<file path="src/rtl/ahb_mac_array.sv">
// ahb_mac_array: multi-channel AHB-Lite multiply-accumulate slave.
// Each channel holds an operand A and a signed accumulator. A write to B
// launches A*B into a one-register multiply stage. The product is then added
// into the channel accumulator on the following edge.
// Accumulator/STATUS reads stall while a product is still in flight.
module ahb_mac_array #(
  parameter int DW  = 16,
  parameter int AW  = 40,
  parameter int NCH = 4
) (
  input  logic        hclk,
  input  logic        rst_n,
  input  logic        hready_i,
  input  logic        hsel,
  input  logic        hwrite,
  input  logic [1:0]  htrans,
  input  logic [15:0] haddr,
  input  logic [31:0] hwdata,
  output logic        hresp,
  output logic        hready_o,
  output logic [31:0] hrdata
);

  localparam int CW = (NCH > 1) ? $clog2(NCH) : 1;
  localparam int PW = 2 * DW;
  localparam int SW = AW + 1;
  localparam logic [NCH-1:0] CH_ONE  = NCH'(1'b1);
  localparam logic [AW-1:0]  ACC_MAX = {1'b0, {(AW-1){1'b1}}};
  localparam logic [AW-1:0]  ACC_MIN = {1'b1, {(AW-1){1'b0}}};
  localparam logic [31:0]    ID_VAL  = {8'hA5, 8'(NCH), 8'(DW), 8'(AW)};

  // Data-phase state captured from the address phase
  logic           dp_valid_r;
  logic           dp_write_r;
  logic [9:0]     dp_idx_r;
  logic           accept_s;

  // Architectural registers
  logic           sat_en_r;
  logic [DW-1:0]  a_r   [NCH];
  logic [AW-1:0]  acc_r [NCH];
  logic           ovf_r [NCH];
  logic [NCH-1:0] ovf_vec_s;

  // Multiply stage
  logic           s1_valid_r;
  logic [CW-1:0]  s1_ch_r;
  logic [PW-1:0]  s1_prod_r;
  logic [DW-1:0]  a_sel_s;
  logic [PW-1:0]  a_ext_s;
  logic [PW-1:0]  b_ext_s;

  // Decode
  logic           wr_s;
  logic           rd_s;
  logic           is_ctrl_s;
  logic           is_status_s;
  logic           is_id_s;
  logic [2:0]     ch_full_s;
  logic           ch_ok_s;
  logic [CW-1:0]  ch_s;
  logic [1:0]     reg_k_s;
  logic [NCH-1:0] ch_sel_vec_s;
  logic           wr_ctrl_s;
  logic           clr_all_s;
  logic           wr_status_s;
  logic           mac_start_s;
  logic [NCH-1:0] wr_a_vec_s;
  logic [NCH-1:0] acc_clr_vec_s;
  logic           stall_rd_s;

  // Accumulate stage
  logic [AW-1:0]  acc_cur_s;
  logic [SW-1:0]  sum_s;
  logic           ovf_s;
  logic [AW-1:0]  acc_new_s;
  logic [NCH-1:0] upd_vec_s;

  // Read path
  logic [31:0]    rd_data_s;
  logic [63:0]    acc_ext_s;

  logic           unused_s;
  assign unused_s = ^{haddr[15:12], haddr[1:0], htrans[0], hwdata};

  assign accept_s = hsel & htrans[1] & hready_i;

  // Capture address-phase controls whenever the bus advances.
  always_ff @(posedge hclk or negedge rst_n) begin
    if (!rst_n) begin
      dp_valid_r <= 1'b0;
      dp_write_r <= 1'b0;
      dp_idx_r   <= 10'd0;
    end else if (hready_i) begin
      dp_valid_r <= accept_s;
      dp_write_r <= hwrite;
      dp_idx_r   <= haddr[11:2];
    end
  end

  // Decode the data-phase word index into register strobes.
  always_comb begin
    wr_s          = dp_valid_r & dp_write_r;
    rd_s          = dp_valid_r & ~dp_write_r;
    is_ctrl_s     = (dp_idx_r == 10'd0);
    is_status_s   = (dp_idx_r == 10'd1);
    is_id_s       = (dp_idx_r == 10'd2);
    ch_full_s     = dp_idx_r[4:2];
    ch_ok_s       = (dp_idx_r[9:5] == 5'b00010) && ({29'd0, ch_full_s} < NCH);
    ch_s          = CW'(ch_full_s);
    reg_k_s       = dp_idx_r[1:0];
    ch_sel_vec_s  = {NCH{1'b0}};
    if (ch_ok_s) begin
      ch_sel_vec_s = CH_ONE << ch_s;
    end else begin
      ch_sel_vec_s = {NCH{1'b0}};
    end
    wr_ctrl_s     = wr_s & is_ctrl_s;
    clr_all_s     = wr_ctrl_s & hwdata[0];
    wr_status_s   = wr_s & is_status_s;
    mac_start_s   = wr_s & ch_ok_s & (reg_k_s == 2'd1);
    wr_a_vec_s    = (wr_s && (reg_k_s == 2'd0)) ? ch_sel_vec_s : {NCH{1'b0}};
    acc_clr_vec_s = ((wr_s && (reg_k_s == 2'd2)) ? ch_sel_vec_s : {NCH{1'b0}})
                    | {NCH{clr_all_s}};
    stall_rd_s    = rd_s & (is_status_s | (ch_ok_s & reg_k_s[1]));
  end

  // Operand selection for the multiply stage (A sampled with B).
  always_comb begin
    a_sel_s = a_r[ch_s];
    a_ext_s = PW'($signed(a_sel_s));
    b_ext_s = PW'($signed(hwdata[DW-1:0]));
  end

  // Multiply stage register; CLR_ALL drops anything in flight.
  always_ff @(posedge hclk or negedge rst_n) begin
    if (!rst_n) begin
      s1_valid_r <= 1'b0;
      s1_ch_r    <= {CW{1'b0}};
      s1_prod_r  <= {PW{1'b0}};
    end else if (clr_all_s) begin
      s1_valid_r <= 1'b0;
    end else if (mac_start_s) begin
      s1_valid_r <= 1'b1;
      s1_ch_r    <= ch_s;
      s1_prod_r  <= a_ext_s * b_ext_s;
    end else begin
      s1_valid_r <= 1'b0;
    end
  end

  // Accumulate stage: widen by one bit, detect overflow, saturate or wrap.
  always_comb begin
    acc_cur_s = acc_r[s1_ch_r];
    sum_s     = {acc_cur_s[AW-1], acc_cur_s} + SW'($signed(s1_prod_r));
    ovf_s     = s1_valid_r & (sum_s[AW] != sum_s[AW-1]);
    acc_new_s = sum_s[AW-1:0];
    if (ovf_s && sat_en_r) begin
      acc_new_s = sum_s[AW] ? ACC_MIN : ACC_MAX;
    end else begin
      acc_new_s = sum_s[AW-1:0];
    end
    if (s1_valid_r) begin
      upd_vec_s = CH_ONE << s1_ch_r;
    end else begin
      upd_vec_s = {NCH{1'b0}};
    end
  end

  // Saturation enable lives in CTRL bit 1.
  always_ff @(posedge hclk or negedge rst_n) begin
    if (!rst_n) begin
      sat_en_r <= 1'b0;
    end else if (wr_ctrl_s) begin
      sat_en_r <= hwdata[1];
    end
  end

  for (genvar c = 0; c < NCH; c++) begin : g_ch
    // Operand A register of this channel.
    always_ff @(posedge hclk or negedge rst_n) begin
      if (!rst_n) begin
        a_r[c] <= {DW{1'b0}};
      end else if (wr_a_vec_s[c]) begin
        a_r[c] <= hwdata[DW-1:0];
      end
    end

    // Accumulator: a clear on the same edge beats the stage-2 update.
    always_ff @(posedge hclk or negedge rst_n) begin
      if (!rst_n) begin
        acc_r[c] <= {AW{1'b0}};
      end else if (acc_clr_vec_s[c]) begin
        acc_r[c] <= {AW{1'b0}};
      end else if (upd_vec_s[c]) begin
        acc_r[c] <= acc_new_s;
      end
    end

    // Sticky overflow: cleared with the accumulator, W1C through STATUS.
    always_ff @(posedge hclk or negedge rst_n) begin
      if (!rst_n) begin
        ovf_r[c] <= 1'b0;
      end else if (acc_clr_vec_s[c]) begin
        ovf_r[c] <= 1'b0;
      end else begin
        ovf_r[c] <= (ovf_r[c] & ~(wr_status_s & hwdata[c])) | (upd_vec_s[c] & ovf_s);
      end
    end

    assign ovf_vec_s[c] = ovf_r[c];
  end

  // Read-data multiplexer for the current data phase.
  always_comb begin
    rd_data_s = 32'd0;
    acc_ext_s = 64'($signed(acc_r[ch_s]));
    if (rd_s) begin
      if (is_ctrl_s) begin
        rd_data_s = {30'd0, sat_en_r, 1'b0};
      end else if (is_status_s) begin
        rd_data_s = {15'd0, s1_valid_r, 16'(ovf_vec_s)};
      end else if (is_id_s) begin
        rd_data_s = ID_VAL;
      end else if (ch_ok_s) begin
        case (reg_k_s)
          2'd0:    rd_data_s = 32'($signed(a_r[ch_s]));
          2'd2:    rd_data_s = acc_ext_s[31:0];
          2'd3:    rd_data_s = acc_ext_s[63:32];
          default: rd_data_s = 32'd0;
        endcase
      end else begin
        rd_data_s = 32'd0;
      end
    end else begin
      rd_data_s = 32'd0;
    end
  end

  assign hrdata   = rd_data_s;
  assign hready_o = ~(stall_rd_s & s1_valid_r);
  assign hresp    = 1'b0;

endmodule
</file>
<file path="config.mk">
export PLATFORM = sky130hd
export DESIGN_NAME = ahb_mac_array
export DESIGN_NICKNAME = d
export VERILOG_FILES = /design/src/rtl/ahb_mac_array.sv
export SDC_FILE = /design/constraint.sdc
export NUM_CORES = 2
export LEC_CHECK = 0
export ABC_AREA = 1
export BUFFER_PORTS_ARGS = -buffer_cell sky130_fd_sc_hd__clkbuf_2
export CORE_MARGIN = 2
export CORE_UTILIZATION = 35
export CTS_BUF_LIST = sky130_fd_sc_hd__clkbuf_8
export DETAILED_ROUTE_END_ITERATION = 6
export GPL_TIMING_DRIVEN = 0
export PLACE_DENSITY = 0.49
export RECOVER_POWER = 25
export SLEW_MARGIN = 40
export SYNTH_ARGS = -nofsm -noshare
export SYNTH_HDL_FRONTEND = slang
export SYNTH_SLANG_ARGS = --single-unit
</file>
<file path="constraint.sdc">
create_clock -name hclk -period 12.8 [get_ports hclk]
set_clock_uncertainty 0.05 [all_clocks]
set_input_delay 0.64 -clock hclk [delete_from_list [all_inputs] [get_ports hclk]]
set_output_delay 0.64 -clock hclk [all_outputs]
set_load 0.01 [all_outputs]
</file>
==> results.tsv <==
stage	metric	value	unit
cells_and_area	share of cells above drive strength 1	7.42	%
clock_tree	CTS tree	built	
routing	met3 WL	5410	um
sta	unrepaired setup endpoints after global routing	false	
critical_path	r2r worst-path depth	25	
placed_design	Port Buf Inserts	60	
placed_design	Place WS	4460	ps
clock_tree	Sink Count	276	
grt	first-pass GRT wire length	151000	um
clock_tree	CTS Buf Count	50	
synthesis	asr flop ratio synth	100	%
worst_hold_path	Hold Path Class	input pin to flop	
placed_design	Placer Congestion	0.920	
cells_and_area	final std cells w/o fill	4587	
sta	Slew @ Worst Pin	3440	ps
routing	post-DR wirelength/cell	21.9	um
grt	gr usage total	25.8	%
routing	wl on met1	44700	um
synthesis	Synth cell types	55	
die	Die Span Y	279	um
cells_and_area	multi-input logic area	17000	sq um
synthesis	post-synthesis cell count	3455	
routing	drt total wl	100000	um
routing	via density per instance	5.17	
synthesis	EDFF count, synth	0	
placed_design	HPWL after detailed placement	80500	um
synthesis	syn nets	3895	
sta	post-layout min period	8480	ps
sta	Setup TNS	0	ps
flow_run	Max Cap Viol	3	
routing	Routed Antenna Nets	0	
placed_design	dpl cells	4492	
cells_and_area	Layout Utilization	39.1	%
synthesis	Synth area leader	dfrtp_1	
status	failing checks	capacitance limit, slew limit	
synthesis	synthesized area per cell	7.67	sq um
synthesis	Yosys reg bits	276	
clock_tree	Root Driver	clkbuf_8	
synthesis	Commonest cells post-synth	nand2_1 (1065), inv_1 (529), nor2_1 (281), dfrtp_1 (276), fa_1 (263)	
cells_and_area	fin nets	4016	
routing	Remaining DRCs	0	
routing	DRT iter0 DRCs	2179	
routing	drt pass-1 iters	7	
critical_path	Required @ worst endpoint	13260	ps
sta	max-slew violation count	152	
critical_path	flop2flop setup slack	4320	ps
worst_hold_path	Worst Hold Launch	haddr[7]	
grt	via count of the first global-routing pass	23400	
sta	final worst slack	4320	ps
die	Top Ports	89	
critical_path	Startpoint Class	flop	
grt	global route total overflow	0	
synthesis	top_reg_cell synth	dfrtp_1	
die	Die Footprint	77900	sq um
synthesis	Synth Cell Area	26500	sq um
synthesis	synth top area cells	dfrtp_1 (26%), fa_1 (20%), nand2_1 (15%), inv_1 (7.5%), ha_1 (5.8%)	
critical_path	Setup Crit Path Kind	flop to flop	
status	outcome	finished with violations	
synthesis	register area share after synthesis	26.1	%
cells_and_area	area delta synth->final	10.2	%
grt	largest net degree at the start of global routing	61	
critical_path	Critical R2R Launch	dp_idx_r[2]	
worst_hold_path	WHS Path Cells	2	
die	core area	74700	sq um
die	Rows	100	
clock_tree	CTS hold repair buffers	1	
routing	DR top layer	met4	
worst_hold_path	Worst Hold End	dp_idx_r[5]	
clock_tree	post-CTS setup buffer count	0	
critical_path	Critical Path AT	8940	ps
critical_path	critical-path maximum fanout	10	
die	Die Width	279	um
critical_path	crit end category	flop	
clock_tree	CTS clk-pin slew, worst paths	60	ps
die	Starting Density	35.5	%
routing	Vias	23700	
sta	final number of hold-violating endpoints	0	
synthesis	synth warn	0	
synthesis	Synth top area share	26.1	%
clock_tree	H-tree levels	2	
clock_tree	Clk Latency, worst-skew pair	640	ps
clock_tree	Max Buffers Root-to-Sink	3	
clock_tree	CTS resizes	0	
sta	period utilization	66.2	%
synthesis	count leader, synth	nand2_1	
critical_path	R2R Path End	s1_prod_r[24]	
cells_and_area	Seq. cell area	6910	sq um
sta	f_max	118	MHz
sta	# setup viols final	0	
sta	Slew headroom	-130	%
grt	initial antenna violation count	2	
cells_and_area	Filler Cells Inserted	7988	
routing	WL met2	47100	um
## layer usage
layer	vias to the layer above	global-route usage [%]
li1	11100	-
met1	11700	35.6
met2	745	42.4
met3	131	3.25
met4	0	7.51
met5	-	0
## layout by cell type, fill, tap and decap left out, types with 32 or more instances in the layout
master,count
fa_1,263
a22oi_1,87
clkbuf_2,61
dfrtp_1,276
nand3_1,72
nor2_1,281
clkbuf_1,100
clkbuf_8,62
o21ai_0,150
a21oi_1,100
o221ai_1,50
nand2_2,32
inv_1,545
ha_1,122
nand2_1,1065
## logic make-up (layout without fill, tap and decap cells)
group | count (synthesis) | count (layout) | share of synthesized area, %
xor+xnor | 50 | 50 | 1.65
simple gates | 1549 | 1549 | 24.1
flops | 276 | 276 | 26.1
fa+ha+maj | 385 | 385 | 25.6
compound gates | 504 | 504 | 12.2
mux | 6 | 6 | 0.255
other cells | 1 | 5 | 0.0142
buf+inv | 684 | 843 | 10.1
## registers in the layout, indices dropped and copies added (netlist names)
register / cells
acc_r: 160
a_r: 64
s1_prod_r: 32
dp_idx_r: 10
ovf_r: 4
s1_ch_r: 2
dp_valid_r: 1
dp_write_r: 1
s1_valid_r: 1
sat_en_r: 1
## final cells by class
class | count | area share (%)
timing repair buffer | 69 | 1.35
buffer | 140 | 2.14
multi-input combinational | 2495 | 58.1
tap | 969 | 4.15
inverter | 544 | 6.99
clock inverter | 28 | 0.626
sequential | 276 | 23.7
clock buffer | 62 | 2.92
antenna | 4 | 0.0343
## critical path, stage by stage (launching register included)
cell	delay, ps
dfrtp_1	450
nand2_1	490
inv_1	290
buf_2	340
a221oi_1	770
buf_2	470
inv_1	300
nand2_1	160
fa_1	420
fa_1	540
fa_1	520
inv_1	50
fa_1	510
fa_1	500
inv_1	50
fa_1	490
inv_1	80
ha_1	370
a21oi_1	290
o21ai_0	140
a21oi_1	240
nand3_1	180
a21o_1	220
or2_2	270
nand3_1	90
nand2_1	50
## how the worst max path moves through the flow
stage / slack [ps] / startpoint / endpoint / cells past startpoint
CTS: 4440 / dp_idx_r[2] / s1_prod_r[31] / 27
global route: 2960 / rst_n / acc_r[80] / 5
finish: 4320 / dp_idx_r[2] / s1_prod_r[24] / 25
detailed placement: 4460 / dp_idx_r[2] / s1_prod_r[24] / 25
floorplan: 6450 / dp_idx_r[2] / s1_prod_r[31] / 27
global placement: 4170 / dp_idx_r[2] / s1_prod_r[26] / 27
## metrics by stage
stage               hold WS (ps)  area (sq um)
floorplan                    294         26500
global placement             412         28000
detailed placement           415         28200
CTS                          146         29300
global route                 163         29200
finish                       188         29200
Power is not shown: default switching activity piles up to over one toggle a cycle in this logic, so the estimate is an artifact.
